$ cat config.mk
export PLATFORM = sky130hd
export DESIGN_NAME = mem_stage_lsu_flat
export DESIGN_NICKNAME = d
export VERILOG_FILES = /design/src/rtl/mem_stage_lsu_pkg.sv /design/src/rtl/mem_stage_lsu_if.sv /design/src/rtl/mem_stage_lsu_align.sv /design/src/rtl/mem_stage_lsu.sv /design/src/flat_wrapper.sv
export SDC_FILE = /design/constraint.sdc
export NUM_CORES = 1
export LEC_CHECK = 0
export ABC_AREA = 1
export CORE_MARGIN = 1.5
export CORE_UTILIZATION = 37
export DETAILED_ROUTE_END_ITERATION = 6
export PLACE_DENSITY = 0.81
export SLEW_MARGIN = 25
export SYNTH_ARGS = -nofsm -noshare
export SYNTH_HDL_FRONTEND = slang
export SYNTH_SLANG_ARGS = --single-unit
export TNS_END_PERCENT = 10
$ cat constraint.sdc
create_clock -name i_clk -period 2.9 [get_ports i_clk]
set_input_delay 0.725 -clock i_clk [delete_from_list [all_inputs] [get_ports i_clk]]
set_output_delay 0.725 -clock i_clk [all_outputs]
set_load 0.01 [all_outputs]
$ cat src/rtl/mem_stage_lsu_pkg.sv
// Shared types for the MEM-stage load/store unit: funct3 codes, exception codes, FSM states, WB entry.
// Latency: n/a (types only).
// Backpressure: n/a (types only).
package mem_lsu_pkg;

  localparam logic [2:0] F3_B  = 3'b000;
  localparam logic [2:0] F3_H  = 3'b001;
  localparam logic [2:0] F3_W  = 3'b010;
  localparam logic [2:0] F3_BU = 3'b100;
  localparam logic [2:0] F3_HU = 3'b101;

  typedef enum logic [1:0] {
    EXC_NONE     = 2'b00,
    EXC_MISALIGN = 2'b01,
    EXC_ILLEGAL  = 2'b10,
    EXC_TIMEOUT  = 2'b11
  } exc_e;

  typedef enum logic {
    IDLE = 1'b0,
    WAIT = 1'b1
  } lsu_state_e;

  // MEM/WB pipeline register contents
  typedef struct packed {
    logic        valid;
    logic        regwrite;
    logic [1:0]  resultsrc;
    logic [4:0]  rd_addr;
    logic [31:0] read_data;
    logic [31:0] alu_result;
    logic [31:0] pc4;
    exc_e        exc;
  } wb_entry_t;

endpackage

$ cat src/rtl/mem_stage_lsu_if.sv
// Data-memory port: word-addressed request with byte enables, completion signalled by ready.
// Latency: variable, set by the memory; ready marks the completing cycle.
// Backpressure: requester holds req and all request fields stable until ready.
// Ports: req/we/addr/be/wdata (requester -> memory), ready/rdata (memory -> requester).
interface mem_stage_lsu_if #(
  parameter int P_DMEM_ADDR_WIDTH = 10
);
  logic                         req;
  logic                         we;
  logic [P_DMEM_ADDR_WIDTH-3:0] addr;
  logic [3:0]                   be;
  logic [31:0]                  wdata;
  logic                         ready;
  logic [31:0]                  rdata;

  modport master (output req, we, addr, be, wdata, input ready, rdata);
  modport slave  (input req, we, addr, be, wdata, output ready, rdata);
endinterface

$ cat src/rtl/mem_stage_lsu_align.sv
// Access checking and lane handling: illegal/misaligned detect, store byte enables and lane
// replication, load lane extraction with sign/zero extension.
// Latency: combinational. Backpressure: none.
// Ports: memread/memwrite/funct3/addr_lo/store_data/rdata in; illegal/misalign/be/wdata/load_data out.
module lsu_align
  import mem_lsu_pkg::*;
(
  input  logic        memread,
  input  logic        memwrite,
  input  logic [2:0]  funct3,
  input  logic [1:0]  addr_lo,
  input  logic [31:0] store_data,
  input  logic [31:0] rdata,
  output logic        illegal,
  output logic        misalign,
  output logic [3:0]  be,
  output logic [31:0] wdata,
  output logic [31:0] load_data
);

  logic [31:0] lane;

  always_comb begin
    illegal = 1'b0;
    if (memread && memwrite)
      illegal = 1'b1;
    else if (memread)
      illegal = !(funct3 inside {F3_B, F3_H, F3_W, F3_BU, F3_HU});
    else if (memwrite)
      illegal = !(funct3 inside {F3_B, F3_H, F3_W});
  end

  // Size lives in funct3[1:0]; size 11 is always illegal so it needs no check here
  always_comb begin
    misalign = 1'b0;
    case (funct3[1:0])
      2'b01:   misalign = addr_lo[0];
      2'b10:   misalign = (addr_lo != 2'b00);
      default: misalign = 1'b0;
    endcase
  end

  // Loads always fetch the full word; lane selection happens on the way back
  always_comb begin
    be    = 4'b1111;
    wdata = store_data;
    if (memwrite) begin
      case (funct3)
        F3_B: begin
          be    = 4'b0001 << addr_lo;
          wdata = {4{store_data[7:0]}};
        end
        F3_H: begin
          be    = addr_lo[1] ? 4'b1100 : 4'b0011;
          wdata = {2{store_data[15:0]}};
        end
        default: begin
          be    = 4'b1111;
          wdata = store_data;
        end
      endcase
    end
  end

  always_comb begin
    lane = rdata >> {addr_lo, 3'b000};
    case (funct3)
      F3_B:    load_data = {{24{lane[7]}}, lane[7:0]};
      F3_H:    load_data = {{16{lane[15]}}, lane[15:0]};
      F3_BU:   load_data = {24'b0, lane[7:0]};
      F3_HU:   load_data = {16'b0, lane[15:0]};
      default: load_data = lane;  // LW is word aligned, so lane == rdata
    endcase
  end

endmodule

$ cat src/rtl/mem_stage_lsu.sv
// RV32 MEM stage with load/store unit; owns the MEM/WB register.
// Latency: 1 cycle for non-memory ops and zero-wait accesses; k-wait access completes on the edge ending the ready cycle.
// Backpressure: o_stall_m holds IF..MEM while a request is outstanding; hung accesses abort after P_TIMEOUT wait cycles.
// Ports: i_clk/i_rst_n; i_*_m MEM-stage controls and data; dmem (data-memory master port); o_stall_m; o_*_w MEM/WB register.
module mem_stage_lsu
  import mem_lsu_pkg::*;
#(
  parameter int P_DMEM_ADDR_WIDTH = 10,
  parameter int P_TIMEOUT         = 15
) (
  input  logic        i_clk,
  input  logic        i_rst_n,
  input  logic        i_valid_m,
  input  logic        i_regwrite_m,
  input  logic        i_memread_m,
  input  logic        i_memwrite_m,
  input  logic [1:0]  i_resultsrc_m,
  input  logic [2:0]  i_funct3_m,
  input  logic [31:0] i_alu_result_m,
  input  logic [31:0] i_write_data_m,
  input  logic [31:0] i_pc4_m,
  input  logic [4:0]  i_rd_addr_m,
  mem_stage_lsu_if.master dmem,
  output logic        o_stall_m,
  output logic        o_valid_w,
  output logic        o_regwrite_w,
  output logic [1:0]  o_resultsrc_w,
  output logic [4:0]  o_rd_addr_w,
  output logic [31:0] o_read_data_w,
  output logic [31:0] o_alu_result_w,
  output logic [31:0] o_pc4_w,
  output logic [1:0]  o_exc_w
);

  localparam int CW = $clog2(P_TIMEOUT + 1);

  lsu_state_e  state_q, state_d;
  logic [CW-1:0] cnt_q, cnt_d;

  logic        illegal, misalign;
  logic        mem_op, legal_op;
  logic        req, abort, stall;
  logic [31:0] load_data;
  wb_entry_t   wb_q;

  lsu_align u_align (
    .memread    (i_memread_m),
    .memwrite   (i_memwrite_m),
    .funct3     (i_funct3_m),
    .addr_lo    (i_alu_result_m[1:0]),
    .store_data (i_write_data_m),
    .rdata      (dmem.rdata),
    .illegal    (illegal),
    .misalign   (misalign),
    .be         (dmem.be),
    .wdata      (dmem.wdata),
    .load_data  (load_data)
  );

  assign mem_op   = i_valid_m & (i_memread_m | i_memwrite_m);
  assign legal_op = mem_op & ~illegal & ~misalign;

  // Inputs are frozen while stalled, so the request can be derived from them in both states
  always_comb begin
    state_d = state_q;
    cnt_d   = cnt_q;
    abort   = 1'b0;
    req     = i_rst_n & legal_op;
    case (state_q)
      IDLE: begin
        cnt_d = '0;
        if (req && !dmem.ready) begin
          state_d = WAIT;
          cnt_d   = CW'(1);  // counts the first wait cycle
        end
      end
      WAIT: begin
        if (!req || dmem.ready) begin
          state_d = IDLE;
          cnt_d   = '0;
        end else if (cnt_q == CW'(P_TIMEOUT)) begin
          abort   = 1'b1;
          state_d = IDLE;
          cnt_d   = '0;
        end else begin
          cnt_d = cnt_q + 1'b1;
        end
      end
      default: begin
        state_d = IDLE;
        cnt_d   = '0;
      end
    endcase
  end

  assign stall = req & ~dmem.ready & ~abort;

  always_ff @(posedge i_clk) begin
    if (!i_rst_n) begin
      state_q <= IDLE;
      cnt_q   <= '0;
    end else begin
      state_q <= state_d;
      cnt_q   <= cnt_d;
    end
  end

  // MEM/WB register: bubble while stalled; exceptions keep PC+4/address for the trap path
  always_ff @(posedge i_clk) begin
    if (!i_rst_n) begin
      wb_q <= '0;
    end else if (!i_valid_m || stall) begin
      wb_q <= '0;
    end else begin
      wb_q.valid      <= 1'b1;
      wb_q.regwrite   <= i_regwrite_m;
      wb_q.resultsrc  <= i_resultsrc_m;
      wb_q.rd_addr    <= i_rd_addr_m;
      wb_q.alu_result <= i_alu_result_m;
      wb_q.pc4        <= i_pc4_m;
      wb_q.read_data  <= '0;
      wb_q.exc        <= EXC_NONE;
      if (mem_op) begin
        if (illegal) begin
          wb_q.regwrite <= 1'b0;
          wb_q.exc      <= EXC_ILLEGAL;
        end else if (misalign) begin
          wb_q.regwrite <= 1'b0;
          wb_q.exc      <= EXC_MISALIGN;
        end else if (abort) begin
          wb_q.regwrite <= 1'b0;
          wb_q.exc      <= EXC_TIMEOUT;
        end else if (i_memread_m) begin
          wb_q.read_data <= load_data;
        end
      end
    end
  end

  assign dmem.req  = req;
  assign dmem.we   = i_memwrite_m;
  assign dmem.addr = i_alu_result_m[P_DMEM_ADDR_WIDTH-1:2];
  assign o_stall_m = stall;

  assign o_valid_w      = wb_q.valid;
  assign o_regwrite_w   = wb_q.regwrite;
  assign o_resultsrc_w  = wb_q.resultsrc;
  assign o_rd_addr_w    = wb_q.rd_addr;
  assign o_read_data_w  = wb_q.read_data;
  assign o_alu_result_w = wb_q.alu_result;
  assign o_pc4_w        = wb_q.pc4;
  assign o_exc_w        = wb_q.exc;

endmodule

$ cat src/flat_wrapper.sv
// flat-port wrapper written by rule: the top's interface ports become plain ports
module mem_stage_lsu_flat import mem_lsu_pkg::*;
#(
  parameter int P_DMEM_ADDR_WIDTH = 10,
  parameter int P_TIMEOUT         = 15
)
  (i_clk, i_rst_n, i_valid_m, i_regwrite_m, i_memread_m, i_memwrite_m, i_resultsrc_m, i_funct3_m, i_alu_result_m, i_write_data_m, i_pc4_m, i_rd_addr_m, o_stall_m, o_valid_w, o_regwrite_w, o_resultsrc_w, o_rd_addr_w, o_read_data_w, o_alu_result_w, o_pc4_w, o_exc_w, dmem_req, dmem_we, dmem_addr, dmem_be, dmem_wdata, dmem_ready, dmem_rdata);
  mem_stage_lsu_if #(.P_DMEM_ADDR_WIDTH(P_DMEM_ADDR_WIDTH)) dmem_i ();
  input  logic i_clk;
  input  logic i_rst_n;
  input  logic i_valid_m;
  input  logic i_regwrite_m;
  input  logic i_memread_m;
  input  logic i_memwrite_m;
  input  logic [1:0] i_resultsrc_m;
  input  logic [2:0] i_funct3_m;
  input  logic [31:0] i_alu_result_m;
  input  logic [31:0] i_write_data_m;
  input  logic [31:0] i_pc4_m;
  input  logic [4:0] i_rd_addr_m;
  output logic o_stall_m;
  output logic o_valid_w;
  output logic o_regwrite_w;
  output logic [1:0] o_resultsrc_w;
  output logic [4:0] o_rd_addr_w;
  output logic [31:0] o_read_data_w;
  output logic [31:0] o_alu_result_w;
  output logic [31:0] o_pc4_w;
  output logic [1:0] o_exc_w;
  output wire logic [$bits(dmem_i.req)-1:0] dmem_req;
  output wire logic [$bits(dmem_i.we)-1:0] dmem_we;
  output wire logic [$bits(dmem_i.addr)-1:0] dmem_addr;
  output wire logic [$bits(dmem_i.be)-1:0] dmem_be;
  output wire logic [$bits(dmem_i.wdata)-1:0] dmem_wdata;
  input wire logic [$bits(dmem_i.ready)-1:0] dmem_ready;
  input wire logic [$bits(dmem_i.rdata)-1:0] dmem_rdata;
  assign dmem_req = dmem_i.req;
  assign dmem_we = dmem_i.we;
  assign dmem_addr = dmem_i.addr;
  assign dmem_be = dmem_i.be;
  assign dmem_wdata = dmem_i.wdata;
  assign dmem_i.ready = dmem_ready;
  assign dmem_i.rdata = dmem_rdata;
  mem_stage_lsu #(.P_DMEM_ADDR_WIDTH(P_DMEM_ADDR_WIDTH), .P_TIMEOUT(P_TIMEOUT)) u_core (.i_clk(i_clk), .i_rst_n(i_rst_n), .i_valid_m(i_valid_m), .i_regwrite_m(i_regwrite_m), .i_memread_m(i_memread_m), .i_memwrite_m(i_memwrite_m), .i_resultsrc_m(i_resultsrc_m), .i_funct3_m(i_funct3_m), .i_alu_result_m(i_alu_result_m), .i_write_data_m(i_write_data_m), .i_pc4_m(i_pc4_m), .i_rd_addr_m(i_rd_addr_m), .dmem(dmem_i), .o_stall_m(o_stall_m), .o_valid_w(o_valid_w), .o_regwrite_w(o_regwrite_w), .o_resultsrc_w(o_resultsrc_w), .o_rd_addr_w(o_rd_addr_w), .o_read_data_w(o_read_data_w), .o_alu_result_w(o_alu_result_w), .o_pc4_w(o_pc4_w), .o_exc_w(o_exc_w));
endmodule
Word-level counts from Yosys, hierarchy flattened:

Index checks and enable logic that the tools add are counted.

* equality and inequality tests: 7
* multiplexer cells: 35
* shifts and indexed selects: 2
* bitwise gates (word level): 15
* reduce and logical (&&, ||, !) cells: 17
* add/sub/neg operators: 1

Operators by type and width (count)
* 32-bit two-way mux: 6
* 32-bit case mux with 4 select lines: 1
* 107-bit two-way mux: 1
* 32-bit case mux with 2 select lines: 1
* 32-bit by 5-bit right shift with 32-bit output: 1
* 4-bit two-way mux: 4
* 4-bit case mux with 2 select lines: 2
* 1-bit two-way mux: 14
* 2-bit two-way mux: 4
* 1-bit NOT: 8
* 7-bit OR reduction: 1
* 1-bit AND: 6
* 3-bit equality test (second input constant): 2
* 1-bit zero test: 5
* 5-bit nonzero test: 1
* 4-bit by 1-bit adder with 4-bit output (second input constant): 1
* 4-bit equality test (second input constant): 1
* 1-bit case mux with 2 select lines: 2
* 4-bit OR reduction: 1
* 1-bit by 2-bit << shifter with 4-bit output (first input constant): 1
* 3-bit by 1-bit equality test with 1-bit output (second input constant): 1
* 3-bit by 2-bit equality test with 1-bit output (second input constant): 1
* 3-bit zero test: 1
* 3-bit nonzero test: 1
* other kinds (8): 10

* register bits: 112

Depth between registers and ports, before layout:

Gate-level depths: netlist of the first run.

* depth after elaboration: 19
* gate-level depth with buffers: 10

Hierarchy:

A second synthesis of the first run with hierarchy kept.

* cell total of the unflattened synthesis: 646
* area, all modules: 4753.3 µm²

Modules (own cells, without submodules)
* mem_stage_lsu: cells each 373, instances 1, area each 3434.5 µm²
* lsu_align: cells each 273, instances 1, area each 1318.8 µm²

Worst setup path before layout of the first run:

No wires, ideal clock.

* kind: input port to output port
* start point: input i_funct3_m[1]
* end point: output dmem_wdata[16]
* cell stages on the path: 8
* arrival: 1.978 ns
* setup slack: 0.197 ns
* path buffers: 2
* path through: inv_1 > ha_1 > nand2_1 > buf_2 > a21oi_2 > inv_1 > clkbuf_1 > o21ai_0

* longest elaborated chain between the ends: 3
* elaborated cells between the ends (all ways): 4
* classes of those cells: 1 x eq/ne; 2 x mux; 1 x reduce/logical

Ends and longest elaborated chain
* from (decl): RTL line flat_wrapper.sv:16 `input logic [2:0] i_funct3_m;`
* 3-bit by 1-bit equality test with 1-bit output or 3-bit zero test (tied branches): RTL line mem_stage_lsu_align.sv:48 `case (funct3)`
* 32-bit case mux with 2 select lines *: RTL line mem_stage_lsu_align.sv:48
* 32-bit two-way mux *: RTL line mem_stage_lsu_align.sv:47 `if (memwrite) begin`
* to (decl): RTL line flat_wrapper.sv:34 `output wire logic [$bits(dmem_i.wdata)-1:0] dmem_wdata;`

Mark *: on every way between the ends. The rest lies on a longest branch, timed or not.

Worst setup path in the final report of the first run:

* start point: input i_funct3_m[0]
* end point: output dmem_wdata[31]

The elaborated chain is that of the path after synthesis.

==> impl_results.md, run 1 <==
* RSZ-0062 raised after global routing: true
* #FFs+latches synth at 112
* Post-CTS Setup Bufs at 0
* Worst-case headroom to the max-slew limit at 0.679
* Inserted Clock Buffers at 9
* Syn Nets at 752
* # setup viols final at 0
* HPWL Detailed at 13000 um
* Nets@finish at 1061
* Die W at 117 um
* Synth Flop Type: dfxtp_1
* Mean area per synthesized cell at 7.97 sq um
* WS Path Type: in2out
* Area leader, netlist: dfxtp_1
* Routed vias at 4835
* Post-synth EDFFs at 0
* Startpoint types: input port
* DRC violations left at 0
* Post-synth top area share at 0.466
* Sequential area share after synthesis at 0.466
* Port Buffers at 298
* Multi-input logic area at 0.00182 sq mm
* Longest Clk Path Bufs at 2
* Pins over their slew limit at 0
* Clk sinks at 112
* Leakage at 3.80 nW
* Max Cap Violations at 0
* Site row count at 41
* Worst Max-Slew Pin Slew at 0.480 ns
* Fill cells at 1031
* VDD IR max at 347 uV
* GRT Total Usage at 0.221
* Ant diodes at 0
* Initial antenna violation count at 0
* Post-synth ARST share at 0
* DRT Wirelength at 15800 um
* Die H at 117 um
* Clock transition at path regs at 0.07 ns
* Detail-routed net length per standard cell at 14.5 um
* First-pass GRT wire length at 22900 um
* Layout area overhead at 74.3%
* Mapped Cells at 603
* Hold buffers post-CTS at 0
* CTS tree: done
* H-Tree Depth at 3
* Vias in the first global route at 4699
* Setup slack after layout at 0.0535 ns
* Synth top cells by count: 118 x nor2_1, 116 x inv_1, 112 x dfxtp_1
* DR vias/cell at 4.44
* Mapped Area at 0.00481 sq mm
* Distinct cells, synth at 38
* Period minus WS final at 2.85 ns
* Register area at 0.00224 sq mm
* TritonRoute pass-1 iters at 4
* DRT iter0 DRCs at 209
* CP arrival at 2.12 ns
* Grt ovf at 0
* Pre-CTS WS at -0.608 ns
* Total core area at 0.0127 sq mm
* Hold WS at 0.468 ns
* Placer Congestion at 0.807
* Die area at 0.0137 sq mm
* Critical Path RT at 2.17 ns
* Latest clock arrival within the worst-skew pair at 0.34 ns
* Largest net degree at the start of global routing at 38
* Final Cycle Share at 0.982
* CP Capture Type: output port
* Pwr Density at 436 mW/mm^2
* Final hold vios at 0
* Max Fclk at 351 MHz
* Synth warnings at 0
* Initial Util at 0.379
* Synth area leaders: dfxtp_1 47%, nor2_1 9.2%, inv_1 9.1%
* Worst-path maximum fanout at 24
* Top-count cell post-synth: nor2_1
* Status: completed
* Clock Skew at 0.00896 ns
* Clock root cell: clkbuf_16
* IO Pins at 299
* Antenna Violating Nets Remaining at 0
* Share of cells above drive strength 1 at 0.154
* HP Class: reg2reg
## routing by layer
layer | routed length [um] | part of all wire | global-route usage
met5 | 0 | 0 | 0
met4 | 346 | 0.022 | 0.0731
met3 | 1430 | 0.090 | 0.0654
met2 | 8800 | 0.56 | 0.455
met1 | 5180 | 0.33 | 0.203
## layout by cell type (no fill, tap or decap), types with 7 or more instances in the layout
cell and n:
o21ai_0 23, inv_2 9, clkbuf_16 9, nand2_1 72
buf_4 34, clkdlybuf4s50_1 265, nor2_1 118, nor3_2 30
dlygate4sd2_1 14, dfxtp_1 112, or2_2 8, clkdlybuf4s15_1 8
inv_1 113, o21ai_1 12, o22ai_1 15, a221oi_1 7
## final timing paths
check                             start                            endpoint  slack, ns  depth (start not counted)
max                       i_funct3_m[0]                      dmem_wdata[31]       0.05                         10
min          u_core.cnt_q[0]$_SDFF_PN0_          u_core.cnt_q[0]$_SDFF_PN0_       0.47                          1
max reg2reg  u_core.cnt_q[0]$_SDFF_PN0_  u_core.o_read_data_w[7]$_SDFF_PP0_       1.15                          9
min reg2reg  u_core.cnt_q[0]$_SDFF_PN0_          u_core.cnt_q[0]$_SDFF_PN0_       0.47                          1
## power by group
group          internal [mW]  leakage, nW  total, mW  switching [mW]
Combinational          0.441         2.74      0.799           0.358
Sequential              1.59        0.914       1.60          0.0141
Clock                  0.702        0.152       1.25           0.547
## critical path, cell delays in order
cell           delay (ns)
dlygate4sd2_1        0.28
inv_2                0.09
ha_4                 0.16
nand2_4              0.07
a21oi_4              0.18
inv_2                0.06
buf_12               0.15
nand2_1              0.06
nand2_1              0.06
dlygate4sd2_1        0.28
## stage by stage
stage | std cells | TNS (ns) | power (mW) | utilization | instance area, sq um
after global placement | 1072 | -14.96 | 2.44 | 0.636 | 8060
after floorplan | 603 | 0 | 1.98 | - | 4810
final | 1089 | 0 | 3.65 | 0.661 | 8380
after CTS | 1089 | 0 | 3.68 | 0.662 | 8390
after detailed placement | 1072 | -15.34 | 2.45 | 0.636 | 8060
after global routing | 1089 | -0.129 | 3.81 | 0.661 | 8380
## cells by family (layout without fill, tap and decap cells)
family / count (synthesis) / count (layout) / share of synthesized area
simple gates: 255 / 255 / 0.270
buf+inv: 165 / 479 / 0.165
flops: 112 / 112 / 0.466
compound gates: 65 / 65 / 0.0843
fa+ha+maj: 4 / 4 / 0.0104
xor+xnor: 2 / 2 / 0.00364
## area by class of cell
class                   instances  share of cell area
flip-flops and latches        112               0.268
clock buffers                  11              0.0290
multi-input cells             326               0.218
inverters                     122              0.0547
well taps                     172              0.0257
repair buffers                341               0.398
clock inverters                 5             0.00762
## sequential cells by signal (all words and copies together), names as in the netlist
name,count
u_core.o_read_data_w,32
u_core.o_resultsrc_w,2
u_core.o_pc4_w,32
u_core.o_alu_result_w,32
u_core.state_q,1
u_core.o_rd_addr_w,5
u_core.cnt_q,4
u_core.o_exc_w,2
u_core.o_regwrite_w,1
u_core.o_valid_w,1
## timing repair
item / CTS / global route
gates cloned: 1 / 0
pin swaps: 3 / 3
resized for setup: 59 / 26
setup endpoints to repair: 30 / 25
Power figures use the tool's default switching activity.
==> run 2, diff against run 1 <==
RECOVER_POWER = 25   (was default)
SKIP_CTS_REPAIR_TIMING = 1   (was default)
==> run 2 against run 1 <==
Against the previous run:
- clock power is essentially flat
- final area grew 1.3%
- hold slack lost 0.00053 ns
- sequential cell count is the same
- first-iteration DRC count is the same
- via count grew 0.58%
- sequential share of layout area shrank 0.35 points
- maximum frequency grew 0.44%
- critical path type unchanged
- wire length grew 1.8%
==> impl_results.md, run 2 (same netlist as run 1, synthesis figures left out) <==
* DRT iter0 DRCs at 209 (unchanged)
* Most common cell on crit path: nand2_1
* Period minus WS final at 2.83 ns (was 2.85 ns)
* HP Class: reg2reg (unchanged)
* Clock Skew at 0.00999 ns (was 0.00896 ns)
* Critical Path RT at 2.17 ns (about the same)
* Leakage at 4.04 nW (was 3.80 nW)
* Crit path from: i_funct3_m[2] (was i_funct3_m[0])
* Grt ovf at 0 (unchanged)
* Longest Clk Path Bufs at 2 (unchanged)
* Detail-routed net length per standard cell at 14.7 um (was 14.5 um)
* Largest stage delay, worst path at 0.47 ns (was 0.28 ns)
* WS Path Type: in2out (unchanged)
* DR vias/cell at 4.47 (was 4.44)
* Nets@finish at 1061 (unchanged)
* H-Tree Depth at 3 (unchanged)
* Clock transition at path regs at 0.07 ns (about the same)
* # setup viols final at 0 (unchanged)
* GRT Total Usage at 0.220 (was 0.221)
* Latest clock arrival within the worst-skew pair at 0.34 ns (about the same)
* Die area at 0.0137 sq mm (unchanged)
* Clock root cell: clkbuf_16 (unchanged)
* Pre-CTS WS at -0.608 ns (unchanged)
* DRC violations left at 0 (unchanged)
* Placer Congestion at 0.807 (unchanged)
* Reg2Reg Setup Slack at 1.15 ns (about the same)
* Startpoint types: input port (unchanged)
* CTS tree: done (unchanged)
* Critical Path Slowest Stage Cell: clkdlybuf4s50_1 (was dlygate4sd2_1)
* Routed vias at 4863 (was 4835)
* Die H at 117 um (unchanged)
* Die W at 117 um (unchanged)
* Final Cycle Share at 0.977 (was 0.982)
* Crit path to: dmem_req (was dmem_wdata[31])
* IO Pins at 299 (unchanged)
* Max Fclk at 353 MHz (was 351 MHz)
* Site row count at 41 (unchanged)
* Inserted Clock Buffers at 9 (unchanged)
* Largest net degree at the start of global routing at 38 (unchanged)
* R2R depth at 9 (unchanged)
* Ant diodes at 0 (unchanged)
* First-pass GRT wire length at 22800 um (was 22900 um)
* Setup slack after layout at 0.0660 ns (was 0.0535 ns)
* Layout area overhead at 76.6% (was 74.3%)
* DRT Wirelength at 16000 um (was 15800 um)
* Hold WS at 0.467 ns (was 0.468 ns)
* Clk sinks at 112 (unchanged)
* Most frequent cells in the layout: 265 x clkdlybuf4s50_1, 118 x nor2_1, 113 x inv_1 (unchanged)
* Share of cells above drive strength 1 at 0.144 (was 0.154)
* VDD IR max at 348 uV (was 347 uV)
* Worst-case headroom to the max-slew limit at 0.673 (was 0.679)
* Total core area at 0.0127 sq mm (unchanged)
* Crit Reg-Reg Endpoint: u_core.o_read_data_w[7]$_SDFF_PP0_ (unchanged)
* Leading cell type in the layout, fill and taps excluded: clkdlybuf4s50_1 (unchanged)
* R2r startpoint: u_core.cnt_q[0]$_SDFF_PN0_ (unchanged)
* Pins over their slew limit at 0 (unchanged)
* HPWL Detailed at 13000 um (unchanged)
* Antenna Violating Nets Remaining at 0 (unchanged)
* TritonRoute pass-1 iters at 5 (was 4)
* Initial antenna violation count at 0 (unchanged)
* Final hold vios at 0 (unchanged)
* Worst Max-Slew Pin Slew at 0.489 ns (was 0.480 ns)
* Pwr Density at 432 mW/mm^2 (was 436 mW/mm^2)
* Fill cells at 1009 (was 1031)
* RSZ-0062 raised after global routing: true (unchanged)
* CP Capture Type: output port (unchanged)
* Initial Util at 0.379 (unchanged)
* Port Buffers at 298 (unchanged)
* Vias in the first global route at 4653 (was 4699)
* Status: completed (unchanged)
* Cell Chain, Critical Path: clkdlybuf4s50_1 -> inv_2 -> buf_4 -> nand2_1 -> nand2_1 -> o21bai_2 -> nand2_4 -> and2_1 -> dlymetal6s2s_1 (was dlygate4sd2_1 -> inv_2 -> ha_4 -> nand2_4 -> a21oi_4 -> inv_2 -> buf_12 -> nand2_1 -> nand2_1 -> dlygate4sd2_1)
* Overall power consumption at 3.67 mW (was 3.65 mW)
* CP arrival at 2.11 ns (was 2.12 ns)
* Worst-path maximum fanout at 4 (was 24)
* Max Cap Violations at 0 (unchanged)
==> run 2: report_power, final <==
| group | leakage, nW | internal [mW] | total, mW | switching (mW) |
|---|---|---|---|---|
| combinational | 2.98 | 0.453 | 0.811 | 0.359 |
| sequential | 0.914 | 1.59 | 1.60 | 0.0141 |
| clock | 0.152 | 0.702 | 1.25 | 0.551 |
| total | 4.04 | 2.74 | 3.67 | 0.924 |
==> run 2: layout make-up <==
cell class	instances	area, sq um	share of cell area
Clock inverter	5	63.8	0.00752
Multi-Input combinational cell	326	1810	0.213
Inverter	122	458	0.0539
Tap cell	172	215	0.0253
Clock buffer	11	243	0.0286
Timing Repair Buffer	341	3460	0.408
Sequential cell	112	2240	0.264
==> run 2: metrics by stage <==
step           cells  instance area [sq um]  setup TNS [ns]  utilization
2_1_floorplan    603                   4810               0            -
3_3_place_gp    1072                   8060          -14.96        0.636
3_5_place_dp    1072                   8060          -15.34        0.636
4_1_cts         1088                   8370          -15.46        0.660
5_1_grt         1089                   8490         -0.0427        0.670
6_report        1089                   8490               0        0.670
==> run 2: worst min-delay path by stage <==
stage	from	to	slack [ns]	cells past startpoint
2_1_floorplan	u_core.state_q$_SDFF_PN0_	u_core.cnt_q[0]$_SDFF_PN0_	0.43	1
3_3_place_gp	u_core.state_q$_SDFF_PN0_	u_core.cnt_q[0]$_SDFF_PN0_	0.45	1
3_5_place_dp	u_core.cnt_q[0]$_SDFF_PN0_	u_core.cnt_q[0]$_SDFF_PN0_	0.46	1
4_1_cts	u_core.cnt_q[0]$_SDFF_PN0_	u_core.cnt_q[0]$_SDFF_PN0_	0.47	1
5_1_grt	u_core.state_q$_SDFF_PN0_	u_core.cnt_q[0]$_SDFF_PN0_	0.50	1
6_report	u_core.cnt_q[0]$_SDFF_PN0_	u_core.cnt_q[0]$_SDFF_PN0_	0.47	1
==> run 2: worst max-delay path, delay by kind of cell <==
family	cells	cell delay (ns)
AO/OA/AOI/OAI	1	0.15
buffers and inverters	4	0.83
AND/OR/NAND/NOR	4	0.40
==> run 2: metal layers <==
metal  wire, um  vias up  global-route usage  part of all wire
li1           -     2428                   -                 -
met5          0        -                   0                 0
met1       5220     2180               0.203              0.33
met2       9000      233               0.451              0.56
met3       1470       22              0.0654             0.091
met4        357        0              0.0731             0.022
==> run 3, diff against run 2 <==
CELL_PAD_IN_SITES_DETAIL_PLACEMENT = 0   (was default)
CELL_PAD_IN_SITES_GLOBAL_PLACEMENT = 1   (was default)
CORE_UTILIZATION = 25   (was 37)
PLACE_DENSITY = default   (was 0.81)
PLACE_DENSITY_LB_ADDON = 0.1   (was default)
clock period = 3.1 ns   (was 2.9 ns; I/O delays follow)
==> run 3 against run 2 <==
Against the previous run:
- critical path depth unchanged
- largest cell class unchanged
- sequential power down 6%
- clock skew down 0.0026 ns
- via count down 3.0%
- highest routed layer unchanged
==> impl_results.md, run 3 (same netlist as run 1, synthesis figures left out) <==
* Die W at 142 um (was 117 um)
* Max Fclk at 337 MHz
* Max Cap Violations at 0 (unchanged)
* Status: completed (unchanged)
* Layout area overhead at 76.0% (was 76.6%)
* Grt met3 use at 0.0624 (was 0.0654)
* Design area at 0.00846 sq mm (was 0.00849 sq mm)
* Routed vias at 4718 (was 4863)
* Total core area at 0.0188 sq mm (was 0.0127 sq mm)
* Final Cycle Share at 0.958
* Most common cell on crit path: nand2_1 (unchanged)
* VDD IR max at 236 uV (was 348 uV)
* Clock transition at path regs at 0.08 ns (was 0.07 ns)
* Startpoint types: input port (unchanged)
* CP top delay family: buffers and inverters (unchanged)
* Hold WS at 0.467 ns (about the same)
* R2R depth at 9 (unchanged)
* Worst-path maximum fanout at 4 (unchanged)
* Largest net degree at the start of global routing at 34 (was 38)
* RSZ-0062 raised after global routing: false (was true)
* Leading cell type in the layout, fill and taps excluded: clkdlybuf4s50_1 (unchanged)
* Largest stage delay, worst path at 0.48 ns (was 0.47 ns)
* IO Pins at 299 (unchanged)
* DR vias/cell at 4.12 (was 4.47)
* Clock root cell: clkbuf_16 (unchanged)
* Inserted Clock Buffers at 9 (unchanged)
* Worst-case headroom to the max-slew limit at 0.705 (was 0.673)
* Clk sinks at 112 (unchanged)
* WS Path Type: in2out (unchanged)
* Port Buffers at 298 (unchanged)
* # setup viols final at 0 (unchanged)
* GRT met2 Usage at 0.268 (was 0.451)
* R2r startpoint: u_core.cnt_q[0]$_SDFF_PN0_ (unchanged)
* Antenna Violating Nets Remaining at 0 (unchanged)
* Pwr Density at 401 mW/mm^2 (was 432 mW/mm^2)
* Ant diodes at 0 (unchanged)
* CTS tree: done (unchanged)
* Pins over their slew limit at 0 (unchanged)
* H-Tree Depth at 3 (unchanged)
* DRT iter0 DRCs at 96 (was 209)
* Fill cells at 1898 (was 1009)
* Reg2Reg Setup Slack at 1.11 ns (was 1.15 ns)
* Total Neg Setup Slack at 0 ns (unchanged)
* Most frequent cells in the layout: 202 x clkdlybuf4s50_1, 117 x nor2_1, 115 x inv_1 (was 265 x clkdlybuf4s50_1, 118 x nor2_1, 113 x inv_1)
* Grt ovf at 0 (unchanged)
* Initial Util at 0.256 (was 0.379)
* GRT Total Usage at 0.154 (was 0.220)
* Crit Reg-Reg Endpoint: u_core.o_pc4_w[6]$_SDFF_PP0_ (was u_core.o_read_data_w[7]$_SDFF_PP0_)
* Longest Clk Path Bufs at 2 (unchanged)
* Final hold vios at 0 (unchanged)
* Worst Max-Slew Pin Slew at 0.441 ns (was 0.489 ns)
* TritonRoute pass-1 iters at 4 (was 5)
* Top Usage Layer GRT: met2 (unchanged)
* Share of cells above drive strength 1 at 0.139 (was 0.144)
* Clock Skew at 0.00738 ns (was 0.00999 ns)
* CP Capture Type: output port (unchanged)
* Hold Crit Start: u_core.state_q$_SDFF_PN0_ (was u_core.cnt_q[0]$_SDFF_PN0_)
* DRT Wirelength at 15900 um (was 16000 um)
* HPWL Detailed at 12600 um (was 13000 um)
* Detail-routed net length per standard cell at 13.9 um (was 14.7 um)
* Nets@finish at 1056 (was 1061)
* Hold EP: u_core.cnt_q[0]$_SDFF_PN0_ (unchanged)
* Site row count at 50 (was 41)
* Grt met1 use at 0.177 (was 0.203)
* Post-DP Area at 0.00808 sq mm (was 0.00806 sq mm)
* Leakage at 4.17 nW (was 4.04 nW)
* HP Class: reg2reg (unchanged)
* Fin util at 0.451 (was 0.670)
* Die H at 142 um (was 117 um)
* Cell Chain, Critical Path: clkdlybuf4s50_1 -> inv_2 -> buf_4 -> nand2_1 -> nand2_1 -> o21bai_2 -> nand2_4 -> and2_1 -> dlymetal6s2s_1 (unchanged)
* Critical Path Slowest Stage Cell: clkdlybuf4s50_1 (unchanged)
* DRC violations left at 0 (unchanged)
* Period minus WS final at 2.97 ns
* Min-Delay Path Depth at 1 (unchanged)
* First-pass GRT wire length at 24000 um (was 22800 um)
* Placer Congestion at 0.800 (was 0.807)
* Die area at 0.0201 sq mm (was 0.0137 sq mm)
* Critical Path RT at 2.32 ns (was 2.17 ns)
* Latest clock arrival within the worst-skew pair at 0.35 ns (was 0.34 ns)
* Vias in the first global route at 4686 (was 4653)
* CP arrival at 2.19 ns (was 2.11 ns)
* Buf/Inv on CP at 4 (unchanged)
* Initial antenna violation count at 0 (unchanged)
-- run 3: routing by layer --
layer	up-vias	wire length [um]
met5	-	0
met4	0	90
met3	7	1580
met2	207	7700
met1	2087	6570
li1	2417	-
-- run 3: area by class of cell --
cell class	instances	area, sq um	area share
Clock buffer	9	225	0.0266
Tap cell	234	293	0.0346
Clock inverter	7	75.1	0.00887
Timing Repair Buffer	336	3360	0.398
Inverter	122	458	0.0541
Sequential cell	112	2240	0.265
Multi-Input combinational cell	326	1800	0.213
-- run 3: worst max-delay path by stage --
stage / from / end / slack (ns) / cells past startpoint
after floorplan: i_funct3_m[1] / dmem_wdata[16] / 0.30 / 8
after global placement: i_funct3_m[1] / dmem_wdata[20] / -0.46 / 9
after detailed placement: i_funct3_m[1] / dmem_wdata[16] / -0.51 / 9
after CTS: i_funct3_m[1] / dmem_wdata[16] / -0.50 / 9
after global routing: i_funct3_m[2] / dmem_req / 0.01 / 9
final: i_funct3_m[2] / dmem_req / 0.13 / 9
-- run 3: stage by stage --
| step | power, mW | instances | setup WS, ns |
|---|---|---|---|
| floorplan | 1.85 | 603 | 0.297 |
| global placement | 2.28 | 1129 | -0.457 |
| detailed placement | 2.28 | 1129 | -0.506 |
| CTS | 3.47 | 1145 | -0.499 |
| global route | 3.57 | 1146 | 0.0135 |
| finish | 3.39 | 1146 | 0.132 |
-- run 3: power by group --
part           internal (mW)  switching (mW)
combinational          0.399           0.331
clock                  0.572           0.593
sequential              1.48          0.0110
